===== config.mk =====
export PLATFORM = sky130hd
export DESIGN_NAME = uart_tx_fifo
export DESIGN_NICKNAME = d
export VERILOG_FILES = /design/src/rtl/uart_tx_fifo.sv
export SDC_FILE = /design/constraint.sdc
export NUM_CORES = 1
export LEC_CHECK = 0
export CORE_MARGIN = 2
export CORE_UTILIZATION = 51
export DETAILED_ROUTE_END_ITERATION = 12
export PLACE_DENSITY = 0.81
export SLEW_MARGIN = 10
export SYNTH_ARGS = -nofsm -noshare
export SYNTH_HDL_FRONTEND = slang
export SYNTH_SLANG_ARGS = --single-unit

===== constraint.sdc =====
create_clock -name clk -period 5.9 [get_ports clk]
set_clock_uncertainty 0.15 [all_clocks]
set_input_delay 0.59 -clock clk [delete_from_list [all_inputs] [get_ports clk]]
set_output_delay 0.59 -clock clk [all_outputs]
set_load 0.005 [all_outputs]

===== src/rtl/uart_tx_fifo.sv =====
// Buffered 8N1 UART transmitter: bytes from the I/O bus queue in a small FIFO
// and are serialised LSB first onto tx, back-to-back frames with no idle gap.
module uart_tx_fifo #(
   parameter int SIM              = 0,
   parameter int CLKS_PER_BIT     = 868,
   parameter int SIM_CLKS_PER_BIT = 4,
   parameter int FIFO_DEPTH_LOG2  = 3
) (
   input  logic                       clk,
   input  logic                       rst,
   input  logic                       wr_en,
   input  logic [7:0]                 wr_data,
   output logic                       full,
   output logic                       empty,
   output logic [FIFO_DEPTH_LOG2:0]   count,
   output logic                       busy,
   output logic                       overflow,
   input  logic                       clr_ovf,
   output logic                       tx
);

   localparam int P     = (SIM != 0) ? SIM_CLKS_PER_BIT : CLKS_PER_BIT;
   localparam int CW    = (P > 1) ? $clog2(P) : 1;
   localparam int LW    = FIFO_DEPTH_LOG2;
   localparam int DEPTH = 1 << FIFO_DEPTH_LOG2;
   localparam logic [CW-1:0] LAST    = CW'(P - 1);
   localparam logic [LW:0]   DEPTH_C = (LW + 1)'(DEPTH);

   typedef enum logic [1:0] {IDLE, START, DATA, STOP} state_t;

   logic [7:0]    mem [DEPTH];
   logic [LW-1:0] wptr_q, rptr_q;
   logic [LW:0]   count_q, count_d;
   logic          full_q, empty_q, ovf_q;
   logic          push, pop;

   state_t        state_q, state_d;
   logic [CW-1:0] cyc_q, cyc_d;
   logic [2:0]    bit_q, bit_d;
   logic [7:0]    shift_q, shift_d;
   logic          tx_q, tx_d;

   // full is the registered flag, so a same-cycle pop never frees a slot for a write
   assign push = wr_en && !full_q;

   always_comb begin
      count_d = count_q;
      case ({push, pop})
         2'b10:   count_d = count_q + 1'b1;
         2'b01:   count_d = count_q - 1'b1;
         default: count_d = count_q;
      endcase
   end

   always_ff @(posedge clk) begin
      if (push) mem[wptr_q] <= wr_data;
   end

   always_ff @(posedge clk) begin
      if (rst) begin
         wptr_q  <= '0;
         rptr_q  <= '0;
         count_q <= '0;
         full_q  <= 1'b0;
         empty_q <= 1'b1;
         ovf_q   <= 1'b0;
      end else begin
         if (push) wptr_q <= wptr_q + 1'b1;
         if (pop)  rptr_q <= rptr_q + 1'b1;
         count_q <= count_d;
         full_q  <= (count_d == DEPTH_C);
         empty_q <= (count_d == '0);
         // a dropped write wins over a simultaneous clear
         if (wr_en && full_q) ovf_q <= 1'b1;
         else if (clr_ovf)    ovf_q <= 1'b0;
      end
   end

   always_comb begin
      state_d = state_q;
      cyc_d   = cyc_q;
      bit_d   = bit_q;
      shift_d = shift_q;
      tx_d    = tx_q;
      pop     = 1'b0;
      case (state_q)
         IDLE: begin
            tx_d = 1'b1;
            if (!empty_q) begin
               pop     = 1'b1;
               shift_d = mem[rptr_q];
               cyc_d   = '0;
               tx_d    = 1'b0;
               state_d = START;
            end
         end
         START: begin
            if (cyc_q == LAST) begin
               cyc_d   = '0;
               bit_d   = '0;
               tx_d    = shift_q[0];
               state_d = DATA;
            end else begin
               cyc_d = cyc_q + 1'b1;
            end
         end
         DATA: begin
            if (cyc_q == LAST) begin
               cyc_d = '0;
               if (bit_q == 3'd7) begin
                  tx_d    = 1'b1;
                  state_d = STOP;
               end else begin
                  bit_d   = bit_q + 1'b1;
                  shift_d = {1'b0, shift_q[7:1]};
                  tx_d    = shift_q[1];
               end
            end else begin
               cyc_d = cyc_q + 1'b1;
            end
         end
         STOP: begin
            if (cyc_q == LAST) begin
               cyc_d = '0;
               // chain straight into the next start bit when more data waits
               if (!empty_q) begin
                  pop     = 1'b1;
                  shift_d = mem[rptr_q];
                  tx_d    = 1'b0;
                  state_d = START;
               end else begin
                  state_d = IDLE;
               end
            end else begin
               cyc_d = cyc_q + 1'b1;
            end
         end
         default: state_d = IDLE;
      endcase
   end

   always_ff @(posedge clk) begin
      shift_q <= shift_d;
   end

   always_ff @(posedge clk) begin
      if (rst) begin
         state_q <= IDLE;
         cyc_q   <= '0;
         bit_q   <= '0;
         tx_q    <= 1'b1;
      end else begin
         state_q <= state_d;
         cyc_q   <= cyc_d;
         bit_q   <= bit_d;
         tx_q    <= tx_d;
      end
   end

   assign full     = full_q;
   assign empty    = empty_q;
   assign count    = count_q;
   assign overflow = ovf_q;
   assign busy     = (state_q != IDLE);
   assign tx       = tx_q;

endmodule


==> results.toml <==
[synth]
ys_seq_area_share_pct = 61.91
yosys-top-cells-area = "edfxtp_1 48%, dfxtp_1 14%, mux4_2 8.0%, ha_1 3.6%, nor2_1 3.3%"
synth_area_per_cell_um2 = 13.31
synth.distinct_cells = 51
syn_inst = 340
netlist.area_leader.share_pct = 47.76
synth-seq-cells = 104
synth_top_area_cell = "edfxtp_1"
syn-num-nets = 365
syn-cell-area_um2 = 4527
ys_warn_count = 0

[layout]
final_area_um2 = 5015
final_common_cell = "edfxtp_1"
area_delta_synth_final_pct = 10.78
nets = 387
drive_above_1_share_pct = 13.35
antenna_cells = 0
postLayoutCoreUtil_pct = 57.79
final_cell_mix = "72 x edfxtp_1, 40 x nor2_1, 32 x nand2_1, 32 x dfxtp_1, 20 x clkdlybuf4s50_1"

[timing]
fmax_ghz = 0.2967
drv_slew = 0
final.period_utilization_pct = 57.12
tns_ps = 0
final_hold_viol_count = 0
setup_viol = 0
slew_headroom_pct = 20.57
min_period_ps = 3370
worst_hold_slack_ps = 323.0
rsz0062_at_grt = "no"
worst_slew_pin_slew_ps = 1188

[critical_path]
slowest_delay_ps = 490
cp_num_buf_inv = 2
cp-start-kind = "input pin"
crit_type = "in -> reg"
worstPathArrival_ps = 3500
worstPathCellList = "clkdlybuf4s50_1, nor2b_1, nor2_1, a31oi_4, xnor2_1, ha_1, a21oi_1, inv_1, a2111o_1, and2_4, o32ai_2, nand2_1, nor3_2"
r2r_slack_ps = 2610
cp_slowest_cell = "nor2b_1"
required_ps = 6030
setup.worst_path.end_class = "flip-flop"
cp_max_fo = 8
cpLargestDelayFamily = "compound AO/OA/AOI/OAI gates"

[clock_tree]
cts_buffers = 9
ctsRootBufferMaster = "clkbuf_8"
clk-insertion-delay-late_ps = 360
h-tree-depth = 3
clk_pin_slew_ps = 100
cts_sinks = 104
cts_resized = 0
tritoncts = "done"
cts_hold_buf = 0
post-cts-setup-buffer-count = 0
clock_path_buffers = 2

[die]
dieArea_um2 = 9646
ios = 21
fp.dieH_um = 98.22
row_count = 34
start_util_pct = 52.16
coreArea_um2 = 8678
die_w_um = 98.22

[drt]
drtIter0Drc = 175
drc = 0
wirelength_um = 7921
ant_nets = 0
wl_per_cell_um = 16.68
drtPass1Iterations = 4
via_per_inst = 5.655
vias = 2686

[global_routing]
grt_pass1_wl_um = 12920
grt_use_total_pct = 17.16
busiest_layer = "met2"
grt_use_met3_pct = 3.508
antenna_found_initial = 0
grt_pass1_vias = 2635
grt_overflow = 0
grt_start_max_net_pins = 33
met1_usage_pct = 23.43
met2_usage_pct = 27.03

[power]
power_frac_comb_pct = 29.2
cellPowerDensity_nw_per_um2 = 389.3
sw_frac_of_total_pct = 32.74
power_leakage_nw = 1.695
pwr-share-clk_pct = 21.2
p_sw_uw = 639.2
irDropWorstVdd_mv = 0.1851
p_int_mw = 1.313
seqPwrFrac_pct = 49.7

[run_status]
outcome = "finished, final reports clean"

[placed_design]
dpl-instance-area_um2 = 4828
numPortBuffers = 20
dp_hpwl_um = 5200
gp_congestion = 0.7682

[job]
maxCapViolCount = 0

[min_path]
hold_class = "reg -> reg"
==> per-layer routing <==
metal	share of wire (%)	vias up	wire, µm
met5	0	-	0
met4	1.7	0	131
met3	3.7	8	295
met2	50	56	3968
met1	45	1314	3526
li1	-	1308	-
==> power groups by stage <==
stage          combinational [mW]  sequential, mW  clock (mW)
5_1_grt                     0.639           0.986       0.456
3_5_place_dp                0.570           0.988           0
3_3_place_gp                0.545           0.983           0
4_1_cts                     0.573           0.972       0.425
2_1_floorplan               0.446           0.943           0
6_report                    0.569           0.970       0.413
==> cell families (layout without fill, tap and decap cells) <==
family | count (synthesis) | after routing | synth area share [%]
AOI/OAI and AO/OA | 53 | 53 | 7.767
and+or+nand+nor | 111 | 111 | 12.05
DFF | 104 | 104 | 61.91
adders and majority gates | 13 | 13 | 3.593
xor gates and xnor gates | 7 | 7 | 1.354
muxes | 30 | 30 | 11.08
buffers and inverters | 22 | 49 | 2.239
==> sequential cells by signal, indices dropped and copies added, names as in the netlist, named ones only <==
register / flops
bit_q: 3
count: 4
cyc_q: 10
empty: 1
full: 1
mem: 64
overflow: 1
rptr_q: 3
shift_q: 8
state_q: 2
tx: 1
wptr_q: 3
==> cells in the mapped netlist, drive strengths merged <==
library cell / number
nand4: 1
or2: 2
ha: 13
mux2i: 13
mux4: 16
buf: 7
nor4: 2
edfxtp: 72
nor3: 9
nand3: 4
o211ai: 2
dfxtp: 32
a31oi: 3
xnor2: 5
nor4b: 1
a22oi: 4
xor2: 2
nor2b: 2
o21ai: 18
nor3b: 3
nand2: 32
and2b: 3
clkbuf: 7
a2111o: 1
a211o: 2
a311o: 1
o32ai: 1
a221oi: 1
a22o: 1
a32oi: 1
a21oi: 15
inv: 8
nand3b: 1
a31o: 1
mux2: 1
and3: 4
nor2: 40
a311oi: 2
nand2b: 4
nor4bb: 1
and2: 2
==> worst paths after layout <==
kind / from / cells past startpoint / end
worst max-delay path: wr_en / 13 / full$_SDFF_PP0_
worst min-delay path: overflow$_SDFFE_PP0P_ / 2 / overflow$_SDFFE_PP0P_
worst max register to register: cyc_q[0]$_SDFFE_PP0N_ / 13 / full$_SDFF_PP0_
worst min register to register: overflow$_SDFFE_PP0P_ / 2 / overflow$_SDFFE_PP0P_
==> per-stage QoR <==
stage | std cells | power, mW | setup WS, ps
global placement | 459 | 1.528 | 2306
finish | 475 | 1.952 | 2530
floorplan | 340 | 1.389 | 3016
CTS | 475 | 1.970 | 2557
detailed placement | 459 | 1.558 | 2175
global route | 475 | 2.081 | 2257
==> cell type report <==
type	instances	area, µm²
sequential	104	2803
fill	707	3664
multi-input combinational	214	1623
tap	108	135.1
clock buffer	9	123.9
timing repair buffer	25	237.7
inverter	8	30.03
clock inverter	7	62.56
==> worst register-to-register path, cell delays in order (launching register included) <==
cell and delay [ps]:
dfxtp_1 390, ha_1 220, nor4bb_4 360, and3_1 390
a31oi_4 160, xnor2_1 150, ha_1 180, a21oi_1 170
inv_1 60, a2111o_1 360, and2_4 150, o32ai_2 280
nand2_1 100, nor3_2 100
(Power assumes the default switching activity.)
